==> src/rtl/gcode_seq_gen_pkg.sv <==
// Shared types for the Gray-code sequence generator: FSM state encoding and
// direction constants sampled from the 'up' input.
package gcode_seq_gen_pkg;

    typedef enum logic [1:0] {
        IDLE = 2'd0,
        RUN  = 2'd1,
        DONE = 2'd2
    } state_t;

    localparam logic DIR_UP = 1'b1;
    localparam logic DIR_DN = 1'b0;

endpackage

==> src/rtl/gcode_seq_gen_enc.sv <==
// Purpose: binary to reflected Gray code conversion.
// Latency: purely combinational, zero cycles.
// Backpressure: none; output follows input.
module bin2gcode_enc #(
    parameter int p_nbits = 4
) (
    input  logic [p_nbits-1:0] in_,
    output logic [p_nbits-1:0] out
);

    assign out = in_ ^ (in_ >> 1);

endmodule

==> src/rtl/gcode_seq_gen.sv <==
// Purpose: on start, walk a binary count up/down and stream its Gray code.
// Latency: first code valid one cycle after start; one code per accepted transfer.
// Backpressure: val/rdy; count and code hold while out_rdy is low.
module gcode_seq_gen
    import gcode_seq_gen_pkg::*;
#(
    parameter int p_nbits = 4
) (
    input  logic               clk,
    input  logic               reset,
    input  logic               start,
    input  logic               up,
    input  logic [p_nbits-1:0] start_bin,
    input  logic [p_nbits-1:0] len_m1,
    output logic               out_val,
    input  logic               out_rdy,
    output logic [p_nbits-1:0] out,
    output logic               busy,
    output logic               done
);

    localparam logic [p_nbits-1:0] ONE = {{(p_nbits-1){1'b0}}, 1'b1};

    state_t             state_q, state_d;
    logic [p_nbits-1:0] bin_q, bin_d;
    logic [p_nbits-1:0] rem_q, rem_d;
    logic               dir_q, dir_d;
    logic [p_nbits-1:0] bin_step;

    always_ff @(posedge clk) begin
        if (reset) begin
            state_q <= IDLE;
            bin_q   <= '0;
            rem_q   <= '0;
            dir_q   <= DIR_UP;
        end else begin
            state_q <= state_d;
            bin_q   <= bin_d;
            rem_q   <= rem_d;
            dir_q   <= dir_d;
        end
    end

    // Modular step; wrap-around falls out of the fixed register width.
    assign bin_step = (dir_q == DIR_DN) ? (bin_q - ONE) : (bin_q + ONE);

    always_comb begin
        state_d = state_q;
        bin_d   = bin_q;
        rem_d   = rem_q;
        dir_d   = dir_q;
        out_val = 1'b0;
        busy    = 1'b0;
        done    = 1'b0;

        case (state_q)
            IDLE: begin
                if (start) begin
                    bin_d   = start_bin;
                    rem_d   = len_m1;
                    dir_d   = up;
                    state_d = RUN;
                end
            end
            RUN: begin
                out_val = 1'b1;
                busy    = 1'b1;
                if (out_rdy) begin
                    // Final code keeps bin so out holds it through DONE and IDLE.
                    if (rem_q == '0) begin
                        state_d = DONE;
                    end else begin
                        bin_d = bin_step;
                        rem_d = rem_q - ONE;
                    end
                end
            end
            DONE: begin
                busy    = 1'b1;
                done    = 1'b1;
                state_d = IDLE;
            end
            default: begin
                state_d = IDLE;
            end
        endcase
    end

    bin2gcode_enc #(
        .p_nbits(p_nbits)
    ) u_enc (
        .in_ (bin_q),
        .out (out)
    );

endmodule

==> config.mk <==
export PLATFORM = sky130hd
export DESIGN_NAME = gcode_seq_gen
export DESIGN_NICKNAME = d
export VERILOG_FILES = /design/src/rtl/gcode_seq_gen_pkg.sv /design/src/rtl/gcode_seq_gen_enc.sv /design/src/rtl/gcode_seq_gen.sv
export SDC_FILE = /design/constraint.sdc
export NUM_CORES = 1
export LEC_CHECK = 0
export CAP_MARGIN = 10
export CORE_MARGIN = 3
export CORE_UTILIZATION = 42
export DETAILED_ROUTE_END_ITERATION = 10
export HOLD_SLACK_MARGIN = 0.12
export PLACE_DENSITY = 0.79
export SLEW_MARGIN = 20
export SYNTH_ARGS = -nofsm -noshare
export SYNTH_HDL_FRONTEND = slang
export SYNTH_SLANG_ARGS = --single-unit
==> constraint.sdc <==
create_clock -name clk -period 1.6 [get_ports clk]
set_clock_uncertainty 0.1 [all_clocks]
set_input_delay 0.24 -clock clk [delete_from_list [all_inputs] [get_ports clk]]
set_output_delay 0.24 -clock clk [all_outputs]
set_load 0.005 [all_outputs]
==> metrics, run 1 <==
worst flop-to-flop path endpoint bin_q[2]; max-capacitance violation count 0; Overflow after GRT 0; maximum clock frequency 0.555 GHz; Synth Cell Area 783 µm²; WHS 454 ps; number of placement rows 14; primary flip-flop cell chosen by synthesis mapping sky130_fd_sc_hd__dfxtp_1; antenna violations before repair 0; CP endpoint bin_q[2]; M1 WL 1.02 mm; maximum number of pins on one net before global-route repair 9; HPWL after detailed placement 1.55 mm; Switching Fraction 0.380; number of iterations in the first detailed-routing pass 4; vias in the first global route 904; Core Util, Final 0.827; starting utilization of the core area 0.481; share of synthesized registers carrying an async set or reset 0; gr usage total 0.229; cell with the most instances on the worst path sky130_fd_sc_hd__buf_6; via density per instance 5.32; worst path buffer plus inverter count 3; via count 877; power per unit of standard cell area 1100 nW/µm²; uppermost layer routed met4; final-layout setup total negative slack -908 ps; TritonCTS clock tree yes; WL final 2.70 mm; switching power of the nets 562 µW; part of the total power dissipated in the clock network 0.132; number of cells on the critical path 8; minimum clock period 1800 ps; result of the run finished with violations; mean area per synthesized cell 8.80 µm²; area after detailed placement 1150 µm²; wire length per cell after detailed routing 16.3 µm; Fillers 101; transition time of the tightest slew-check pin 315 ps; TritonCTS sink count 11; height of the die 49.2 µm; slowest stage delay, CP 340 ps; final hold viol count 0; H-tree depth 1; Clock Root Buffer sky130_fd_sc_hd__clkbuf_4; amount of wire on met3 after detailed routing 133 µm; NumNets Final 162; number of cells on the worst reg-to-reg path 8; layout cell share with drive strength beyond 1 0.440; Min-Delay Path Class in2reg; number of buffers inserted during clock tree synthesis 3; number of warnings printed during yosys synthesis 0; arrival time worst endpoint 1870 ps; Crit. End Element flop; worst setup path startpoint state_q[0]; count of endpoints failing setup in the final report 10; number of standard cells in the final layout excluding fillers 165; cell family with the largest share of critical-path delay simple AND/OR/NAND/NOR gates; detailed router's first-iteration violation count 12; gp weighted congestion 0.814; list of cells traversed by the critical path buf_6 -> ha_4 -> buf_6 -> and4bb_4 -> nor3_4 -> buf_4 -> mux2i_1 -> nor2_1; relative slew slack 0.789; Clock Path Buffers 2; core area 1630 µm²; area growth from synthesis to layout 72.0%; Crit Reg-Reg Startpoint state_q[0]; CP Max Fanout 4; # IOs 20; final number of max-transition violations 0; launch point of the worst hold path start_bin[3]; relative contribution of combinational cells to total power 0.604; worst-case register-to-register setup slack -200 ps; sequential fraction of the synthesis area 0.281; wire length of the first global-routing pass 4.24 mm; highest-delay cell along the critical path sky130_fd_sc_hd__dfxtp_2; leakage power total 0.612 nW; nets in the synthesized netlist 109; antenna diode instance count 0; depth of the worst hold-timing path 3; PnR worst setup slack -201 ps; data required time of the worst path 1670 ps; worst setup path category reg2reg; Post-synth EDFFs 0; Worst-path clk slew 70 ps; length of routed met2 wiring 1.47 mm; Worst Setup Start Kind flop; ANT nets after route 0; internal power 917 µW; sequential cell fraction of total power 0.263; placed instance count 150; number of instances in the synthesized netlist 89; area of the die 2420 µm²; finished layout cell area 1350 µm²; die width 49.2 µm; Hold-fix buffers, CTS 0; DRC violations left 0; RSZ-0062 raised after global routing yes; part of the cycle the worst path needs 1.13; clock insertion delay at the later pin of the skew report 270 ps; violations in the final reports negative setup slack; worst vdd ir 0.000712 V; flip-flop and latch count after synthesis 11; IO buf count 19; post-synthesis cell type count 31
## worst min-delay path by stage
stage	end
floorplan	dir_q
global placement	state_q[0]
detailed placement	state_q[0]
CTS	bin_q[3]
global route	bin_q[3]
finish	bin_q[3]
## Yosys cell counts, types with 2 or more instances
| master | n | area share |
|---|---|---|
| sky130_fd_sc_hd__xor2_1 | 4 | 0.045 |
| sky130_fd_sc_hd__a211oi_2 | 4 | 0.064 |
| sky130_fd_sc_hd__nor3_1 | 2 | 0.013 |
| sky130_fd_sc_hd__nor2_1 | 10 | 0.048 |
| sky130_fd_sc_hd__inv_1 | 6 | 0.029 |
| sky130_fd_sc_hd__mux2i_1 | 5 | 0.064 |
| sky130_fd_sc_hd__and3_1 | 2 | 0.016 |
| sky130_fd_sc_hd__ha_1 | 6 | 0.096 |
| sky130_fd_sc_hd__dfxtp_1 | 11 | 0.28 |
| sky130_fd_sc_hd__a21oi_1 | 8 | 0.051 |
| sky130_fd_sc_hd__nand3_1 | 5 | 0.032 |
| sky130_fd_sc_hd__nand2_1 | 4 | 0.019 |
| sky130_fd_sc_hd__clkbuf_1 | 2 | 0.0096 |
| sky130_fd_sc_hd__a211oi_1 | 2 | 0.019 |
| sky130_fd_sc_hd__o21ai_0 | 2 | 0.013 |
## layout by cell type, fill, tap and decap left out, drive strengths merged
cell type       n
o21ai           2
a21o            1
clkdlybuf4s50  12
a311oi          1
a211o           1
and3            2
xor2            4
nand3           5
nand3b          1
nand4bb         1
nand2           4
clkinvlp        1
dfxtp          11
and4bb          1
mux2i           5
a221oi          1
xnor2           1
a21oi           8
buf            33
ha              6
inv             6
fa              1
clkbuf          4
nor2b           1
nor3b           1
a211oi          6
or2b            1
nor3            3
nor2           10
dlygate4sd2     7
## power groups by stage
stage	logic, mW	registers (mW)	clock network [mW]
floorplan	0.390	0.380	0
global placement	0.690	0.378	0
detailed placement	0.718	0.381	0
CTS	0.806	0.383	0.200
global route	0.967	0.396	0.217
finish	0.894	0.390	0.196
## final cells by class
class                      instances  area [µm²]  share of cell area
sequential                        11         233               0.173
clock buffer                       4        26.3              0.0195
tap                               24        30.0              0.0223
timing repair buffer              52         444               0.330
inverter                           7        30.0              0.0223
multi-input combinational         67         584               0.434
## registers in the layout, summed over array words and instances, names as in the netlist
| signal | count |
|---|---|
| state_q | 2 |
| rem_q | 4 |
| bin_q | 4 |
| dir_q | 1 |
## per-stage QoR
step / total power, mW / setup WS [ps]
floorplan: 0.770 / 13.6
global placement: 1.07 / -87.6
detailed placement: 1.10 / -102
CTS: 1.39 / -90.3
global route: 1.58 / -235
finish: 1.48 / -201
## timing repair
item	CTS	global route
pin swaps	9	3
buffers inserted	9	3
cloned	0	0
setup endpoints to repair	16	11
gates resized for setup	28	8
## layer usage
| layer | vias up | GRT usage |
|---|---|---|
| met3 | 8 | 0.0734 |
| met1 | 422 | 0.236 |
| li1 | 421 | - |
| met4 | 0 | 0.109 |
| met5 | - | 0 |
| met2 | 26 | 0.413 |
## cells by family (layout without fill, tap and decap cells)
family	after synthesis	in the layout	share of synthesized area
fa+ha+maj	7	7	0.121
xor+xnor	5	5	0.0559
mux	5	5	0.0639
flops	11	11	0.281
compound gates	20	20	0.190
simple gates	30	30	0.220
buf+inv	11	63	0.0671
## worst reg2reg max path, stage by stage (launching register included)
cell and delay (ps):
sky130_fd_sc_hd__dfxtp_2 340, sky130_fd_sc_hd__buf_6 120, sky130_fd_sc_hd__ha_4 160, sky130_fd_sc_hd__buf_6 120, sky130_fd_sc_hd__and4bb_4 200, sky130_fd_sc_hd__nor3_4 220, sky130_fd_sc_hd__buf_4 150, sky130_fd_sc_hd__mux2i_1 220
sky130_fd_sc_hd__nor2_1 60
Note: power is estimated with default switching activity, not from simulation.
==> run 2, diff against run 1 <==
--- a/config.mk
+++ b/config.mk
@@ -9,9 +9,11 @@
 export CORE_MARGIN = 3
 export CORE_UTILIZATION = 42
 export DETAILED_ROUTE_END_ITERATION = 10
+export GPL_TIMING_DRIVEN = 0
 export HOLD_SLACK_MARGIN = 0.12
 export PLACE_DENSITY = 0.79
 export SLEW_MARGIN = 20
 export SYNTH_ARGS = -nofsm -noshare
 export SYNTH_HDL_FRONTEND = slang
 export SYNTH_SLANG_ARGS = --single-unit
+export TNS_END_PERCENT = 100
==> run 2 against run 1 <==
  * The flow still finishes with violations (negative setup slack)
  * Critical path depth down 1
  * Clock-buffer cell count unchanged
  * Setup slack better by 150 ps
  * Total power down 9.7%
  * Final cell count down 13%
  * Sequential power about the same
  * Wire length down 29%
  * Clock power up 3%
  * Combinational power down 17%
  * Critical path type unchanged
  * Largest power group unchanged
==> metrics, run 2 (synthesis results as in run 1) <==
result of the run finished with violations; violations in the final reports negative setup slack; Min-Delay Path Class reg2reg; number of placement rows 14; relative slew slack 0.617; ANT nets after route 0; max-capacitance violation count 0; RSZ-0062 raised after global routing yes; starting utilization of the core area 0.481; Core Util, Final 0.739; via count 741; gp weighted congestion 0.733; via density per instance 5.15; H-tree depth 1; Worst-path clk slew 80 ps; PnR worst setup slack -53.9 ps; IO buf count 19; power per unit of standard cell area 1110 nW/µm²; wire length per cell after detailed routing 13.3 µm; highest-delay cell along the critical path sky130_fd_sc_hd__dfxtp_2; core area 1630 µm²; height of the die 49.2 µm; count of endpoints failing setup in the final report 2; antenna violations before repair 0; clock insertion delay at the later pin of the skew report 270 ps; antenna diode instance count 0; leakage power total 0.507 nW; commonest cells after routing, fill and taps aside 13 x sky130_fd_sc_hd__clkdlybuf4s50_1, 7 x sky130_fd_sc_hd__a21oi_1, 7 x sky130_fd_sc_hd__buf_4, 6 x sky130_fd_sc_hd__dfxtp_2, 6 x sky130_fd_sc_hd__dlygate4sd2_1; maximum clock frequency 0.605 GHz; top flop regs bin_q x4, rem_q x4, state_q x2; arrival time worst endpoint 1700 ps; NumNets Final 141; most common library cell in the layout ignoring fill and taps sky130_fd_sc_hd__clkdlybuf4s50_1; data required time of the worst path 1640 ps; TritonCTS sink count 11; Clock Path Buffers 2; area growth from synthesis to layout 53.7%; minimum clock period 1650 ps; HPWL after detailed placement 1.24 mm; vias in the first global route 759; worst vdd ir 0.000700 V; TritonCTS clock tree yes; final-layout setup total negative slack -104 ps; layout cell share with drive strength beyond 1 0.358; Overflow after GRT 0; maximum number of pins on one net before global-route repair 11; area of the die 2420 µm²; gr usage total 0.180; die width 49.2 µm; Clock Root Buffer sky130_fd_sc_hd__clkbuf_4; final number of max-transition violations 0; number of iterations in the first detailed-routing pass 4; CP Max Fanout 3; list of cells traversed by the critical path inv_2 -> ha_4 -> mux2i_4 -> nor3_4 -> buf_6 -> mux2i_1 -> nor2_1; Crit. End Element flop; worst setup path category reg2reg; DRC violations left 0; wire length of the first global-routing pass 3.33 mm; slowest stage delay, CP 350 ps; WL final 1.92 mm; transition time of the tightest slew-check pin 574 ps; part of the cycle the worst path needs 1.03; number of buffers inserted during clock tree synthesis 3; final hold viol count 0; detailed router's first-iteration violation count 10; Worst Setup Start Kind flop; # IOs 20
==> run 2: cell types whose count changed in the layout (fill, tap and decap cells not counted), sizes merged <==
cell           change
buf               -23
clkbuf             +2
clkdlybuf4s50      +1
dlygate4sd2        -1
==> run 2: path summary, 6_finish.rpt <==
check	startpoint	end	slack, ps	cells after the start
worst max-delay path	state_q[0]	bin_q[2]	-50	7
worst min-delay path	rem_q[0]	rem_q[0]	410	2
worst max register to register	state_q[0]	bin_q[2]	-50	7
worst min register to register	rem_q[0]	rem_q[0]	410	2
==> run 2: per-layer routing <==
metal / track usage / up-vias / routed length (µm)
li1: - / 378 / -
met1: 0.196 / 343 / 826
met2: 0.319 / 15 / 956
met3: 0.0459 / 5 / 98
met4: 0.0853 / 0 / 39
met5: 0 / - / 0
==> run 2: per-stage QoR <==
| stage | power (mW) | hold WS [ps] | setup slack (ps) | cells | area (µm²) |
|---|---|---|---|---|---|
| 2_1_floorplan | 0.770 | 234 | 13.6 | 89 | 788 |
| 3_3_place_gp | 0.954 | 404 | -209 | 132 | 1010 |
| 3_5_place_dp | 0.975 | 410 | -263 | 132 | 1010 |
| 4_1_cts | 1.29 | 428 | -22.8 | 143 | 1160 |
| 5_1_grt | 1.44 | 440 | -136 | 144 | 1200 |
| 6_report | 1.34 | 411 | -53.9 | 144 | 1200 |
==> run 2: critical path, delay by kind of cell, from the launching register on <==
kind	cells	cell delay, ps
simple gates	2	330
buf+inv	2	210
flops	1	350
mux	2	360
fa+ha+maj	1	170
==> run 2: repair_timing <==
action                                  in CTS  in global routing
gates cloned                                 1                  0
endpoints found under the setup margin      14                  9
hold endpoints to repair                     0                  0
hold buffers                                 0                  0
buffers inserted                             6                  2
resized for setup                           29                 12
pin swaps                                    6                  7
==> run 2: where the power goes <==
group	leakage, nW	total (mW)	internal [mW]	switching [mW]
clock	0.0150	0.201	0.0967	0.105
sequential	0.0942	0.389	0.337	0.0523
combinational	0.398	0.746	0.401	0.345
total	0.507	1.34	0.835	0.502
==> run 2: area by class of cell <==
class | count | area, µm²
Buffer | 4 | 27.5
Clock buffer | 4 | 26.3
Fill cell | 130 | 425
Inverter | 7 | 32.5
Multi-Input combinational cell | 67 | 602
Sequential cell | 11 | 235
Tap cell | 24 | 30.0
Timing Repair Buffer | 27 | 250
==> run 3, diff against run 2 <==
--- a/config.mk
+++ b/config.mk
@@ -11,7 +11,8 @@
 export DETAILED_ROUTE_END_ITERATION = 10
 export GPL_TIMING_DRIVEN = 0
 export HOLD_SLACK_MARGIN = 0.12
-export PLACE_DENSITY = 0.79
+export PLACE_DENSITY_LB_ADDON = 0.05
+export RECOVER_POWER = 50
 export SLEW_MARGIN = 20
 export SYNTH_ARGS = -nofsm -noshare
 export SYNTH_HDL_FRONTEND = slang
==> run 3 against run 2 <==
  * Clock-buffer cell count did not move
  * Highest routed layer unchanged
  * Critical path type unchanged
  * Design area decreased by 2.7%
  * The run now ends clean
  * Sequential share of layout area grew 0.97 points
  * Die area did not move
  * Largest power group unchanged
==> metrics, run 3 (synthesis results as in run 1) <==
die width 49.2 µm; transition time of the tightest slew-check pin 621 ps; top flop regs bin_q x4, rem_q x4, state_q x2; PnR worst setup slack 14.6 ps; area growth from synthesis to layout 49.5%; vias in the first global route 651; worst path buffer plus inverter count 2; arrival time worst endpoint 1610 ps; relative slew slack 0.586; leakage power total 0.492 nW; final number of max-transition violations 0; WL final 1.86 mm; worst vdd ir 0.000628 V; core area 1630 µm²; Hold-fix buffers, CTS 0; most common library cell in the layout ignoring fill and taps sky130_fd_sc_hd__clkdlybuf4s50_1; worst setup path category reg2reg; TritonCTS clock tree yes; number of buffers inserted during clock tree synthesis 3; via count 724; HPWL after detailed placement 1.23 mm; number of standard cells in the final layout excluding fillers 143; slowest stage delay, CP 360 ps; final hold viol count 0; via density per instance 5.06; Worst-path clk slew 80 ps; ANT nets after route 0; internal power 791 µW; relative contribution of combinational cells to total power 0.521; Min-Delay Path Class reg2reg; IO buf count 19; minimum clock period 1590 ps; gr usage total 0.160; list of cells traversed by the critical path inv_2 -> ha_4 -> mux2i_4 -> nor3_4 -> buf_4 -> a311oi_1; Clock Path Buffers 2; TritonCTS sink count 11; height of the die 49.2 µm; setup slack at placement -209 ps; Final Total Pwr 1.26 mW; placed instance count 132; # IOs 20; Switching Fraction 0.370; H-tree depth 1; data required time of the worst path 1620 ps; Clock Root Buffer sky130_fd_sc_hd__clkbuf_4; wire length per cell after detailed routing 13.0 µm; sequential cell fraction of total power 0.325; part of the cycle the worst path needs 0.991; part of the total power dissipated in the clock network 0.154; number of iterations in the first detailed-routing pass 4; CP Max Fanout 6; number of placement rows 14; cell family with the largest share of critical-path delay flip-flops; result of the run complete, no violations; detailed router's first-iteration violation count 12; antenna diode instance count 0; count of endpoints failing setup in the final report 0; NumNets Final 140; total area of sequential cells 240 µm²; maximum number of pins on one net before global-route repair 11; antenna violations before repair 0; Fillers 140; layout cell share with drive strength beyond 1 0.345; multi-input logic area 583 µm²; DRC violations left 0; area after detailed placement 1010 µm²; power per unit of standard cell area 1070 nW/µm²; switching power of the nets 464 µW; maximum clock frequency 0.631 GHz; Core Util, Final 0.719; wire length of the first global-routing pass 2.97 mm; max-capacitance violation count 0; Worst Setup Start Kind flop; RSZ-0062 raised after global routing yes; finished layout cell area 1170 µm²; area of the die 2420 µm²; starting utilization of the core area 0.481; clock insertion delay at the later pin of the skew report 270 ps; gp weighted congestion 0.748; Overflow after GRT 0; commonest cells after routing, fill and taps aside 13 x sky130_fd_sc_hd__clkdlybuf4s50_1, 9 x sky130_fd_sc_hd__nor2_1, 7 x sky130_fd_sc_hd__buf_4, 6 x sky130_fd_sc_hd__a21oi_1; highest-delay cell along the critical path sky130_fd_sc_hd__dfxtp_2; Crit. End Element flop
run 3: changes by cell type in the layout (fill, tap and decap cells not counted), moves of 2 or more:
cell                      previous run  this run
sky130_fd_sc_hd__nor2_1              5         9
sky130_fd_sc_hd__dfxtp_2             6         4
sky130_fd_sc_hd__nor2_2              4         1
sky130_fd_sc_hd__dfxtp_4             2         4
run 3: power groups by stage:
stage          registers, mW  clock network [mW]  logic (mW)
2_1_floorplan          0.380                   0       0.390
3_3_place_gp           0.393                   0       0.560
3_5_place_dp           0.396                   0       0.569
4_1_cts                0.403               0.204       0.599
5_1_grt                0.417               0.217       0.724
6_report               0.408               0.194       0.653
run 3: area by class of cell:
cell class	instances	share of cell area
buffer	4	0.0235
clock buffer	4	0.0224
inverter	7	0.0246
multi-input combinational	67	0.498
sequential	11	0.205
tap	24	0.0256
timing repair buffer	26	0.201
run 3: what timing repair did:
item / CTS / global route
resized for setup: 29 / 10
setup endpoints to repair: 15 / 9
pin swaps: 6 / 3
buffers inserted: 3 / 3
cloned: 1 / 0
run 3: worst paths after layout:
path / start / end / slack (ps) / depth (start not counted)
worst max-delay path: state_q[0] / bin_q[3] / 10 / 6
worst min register to register: dir_q / dir_q / 410 / 1
worst max register to register: state_q[0] / bin_q[3] / 10 / 6
worst min-delay path: dir_q / dir_q / 410 / 1
run 3: per-layer routing:
| layer | global-route usage | share of wire |
|---|---|---|
| met4 | 0.0569 | 0.0075 |
| met2 | 0.252 | 0.46 |
| met5 | 0 | 0 |
| met3 | 0.0367 | 0.051 |
| met1 | 0.211 | 0.48 |
run 3: stage by stage:
stage               hold slack (ps)  TNS, ps
floorplan                       234        0
finish                          408        0
detailed placement              422    -1260
global route                    435     -396
CTS                             403        0
global placement                418    -1210
==> variant (settings of run 1) <==
Encoding of `state_t`: now one-hot (3 bits for 3 states).
--- a/src/rtl/gcode_seq_gen_pkg.sv
+++ b/src/rtl/gcode_seq_gen_pkg.sv
@@ -2,10 +2,10 @@
 // direction constants sampled from the 'up' input.
 package gcode_seq_gen_pkg;
 
-    typedef enum logic [1:0] {
-        IDLE = 2'd0,
-        RUN  = 2'd1,
-        DONE = 2'd2
+    typedef enum logic [2:0] {
+        IDLE = 3'b001,
+        RUN  = 3'b010,
+        DONE = 3'b100
     } state_t;
 
     localparam logic DIR_UP = 1'b1;
Behaviour: no difference found for any inputs over 10 cycles, from zero or initial values and one cycle with reset high; not proved beyond that.
==> variant against run 1 <==
Critical endpoint is now bin_q[3]. Wire length fell by 13%. First-iteration DRC count is 50% higher. Setup slack improved by 65 ps. Synthesized cell count is the same. Sequential cell count increased by 1. The run still ends with negative setup slack left. Design area is 1.0% lower. Area after synthesis is 1.6% lower.
Power is not compared: it rests on default switching activity, and its combinational part moved more than twofold at a synthesized area within 25%.
==> variant: results (changes against run 1) <==
{| class="wikitable"
! Metric !! Value
|-
| First DRT Iteration DRCs || 18 (+6)
|-
| Number of setup buffers added after CTS || 8 (-1)
|-
| Worst hold margin || 408 ps (-46.4 ps)
|-
| Status || finished with violations
|-
| Synthesized net count || 106 (-2.8%)
|-
| Maximum single-stage delay on the critical path || 420 ps (+80 ps)
|-
| Unique cell type count in the Yosys netlist || 38 (+23%)
|-
| Number of nets at the end of the flow || 155 (-4.3%)
|-
| Compound-gate portion of the synthesized area || 21.8% (+2.7 points)
|-
| Filler cell count in the final layout || 102 (+0.99%)
|-
| Post-route setup slack || -136 ps (+65.0 ps)
|-
| Routed wire length per instance || 14.5 µm (-11%)
|-
| Beginning of the worst hold path || bin_q[2]
|-
| Gr usage total || 20.2% (-2.7 points)
|-
| Sum of negative setup slack || -809 ps (+99.5 ps)
|-
| Total setup violations reported at the end of the flow || 11 (+1)
|-
| Wire length of the first global-routing pass || 3680 µm (-13%)
|-
| HPWL reported at the end of detailed placement || 1530 µm (-1.5%)
|-
| Registers with the most flip-flops || bin_q x4, rem_q x4, state_q x3
|-
| Post-synthesis share of cell area spent on full adders, half adders and majority gates || 7.47% (-4.7 points)
|-
| Hold Path Class || flip-flop to flip-flop
|-
| Failing checks || negative setup slack
|-
| Vias in the first global route || 845 (-6.5%)
|-
| Worst reg2reg path endpoint || bin_q[3]
|-
| Proportion of layout cells with a drive suffix above 1 || 50.4% (+6.4 points)
|-
| CTS resizes || 31 (+11%)
|-
| XOR/XNOR share of the synthesized area || 6.82% (+1.2 points)
|}
-- variant: area by class of cell --
cell class                 count  share of cell area, %
clock buffer                   4                   2.72
inverter                       5                   1.78
multi-input combinational     66                   40.2
sequential                    12                   19.4
tap                           24                   2.25
timing repair buffer          50                   33.6
-- variant: how the worst max path moves through the flow --
stage | endpoint | start | cells past startpoint
3_3_place_gp | rem_q[1] | start | 6
2_1_floorplan | bin_q[3] | rem_q[0] | 7
6_report | bin_q[3] | state_q[2] | 7
4_1_cts | busy | state_q[1] | 4
3_5_place_dp | rem_q[2] | start | 6
5_1_grt | bin_q[0] | state_q[2] | 7
-- variant: stage by stage --
stage                     cell area [µm²]  util (%)  total power [mW]  worst slack [ps]
final                                1330      82.8             0.938              -136
after global routing                 1330      82.8             0.992              -192
after CTS                            1290      80.0             0.913              -134
after detailed placement             1140      70.8             0.636              -234
after global placement               1140      70.8             0.629              -190
after floorplan                       795         -             0.502             -66.7
-- variant: cells by family (layout without fill, tap and decap cells) --
group	after synthesis	after routing
compound gates	22	22
xor+xnor	6	6
fa+ha+maj	4	4
buf+inv	11	59
flops	12	12
mux	2	2
simple gates	32	32
-- variant: worst reg2reg max path, delay by kind of cell (launching register included) --
family,cells,cell delay (ps)
AND/OR/NAND/NOR,2,760
flip-flops,1,330
AO/OA/AOI/OAI,2,230
buffers and inverters,3,260
-- variant: layer usage --
layer	wire length (µm)	part of all wire, %	global-route usage (%)
met2	1270	54	37.1
met5	0	0	0
met3	109	4.7	6.12
met4	31	1.3	11.8
met1	932	40	19.7
-- variant: power by group --
| group | switching [mW] | internal, mW |
|---|---|---|
| Sequential | 0.0193 | 0.323 |
| Clock | 0.112 | 0.138 |
| Combinational | 0.149 | 0.197 |
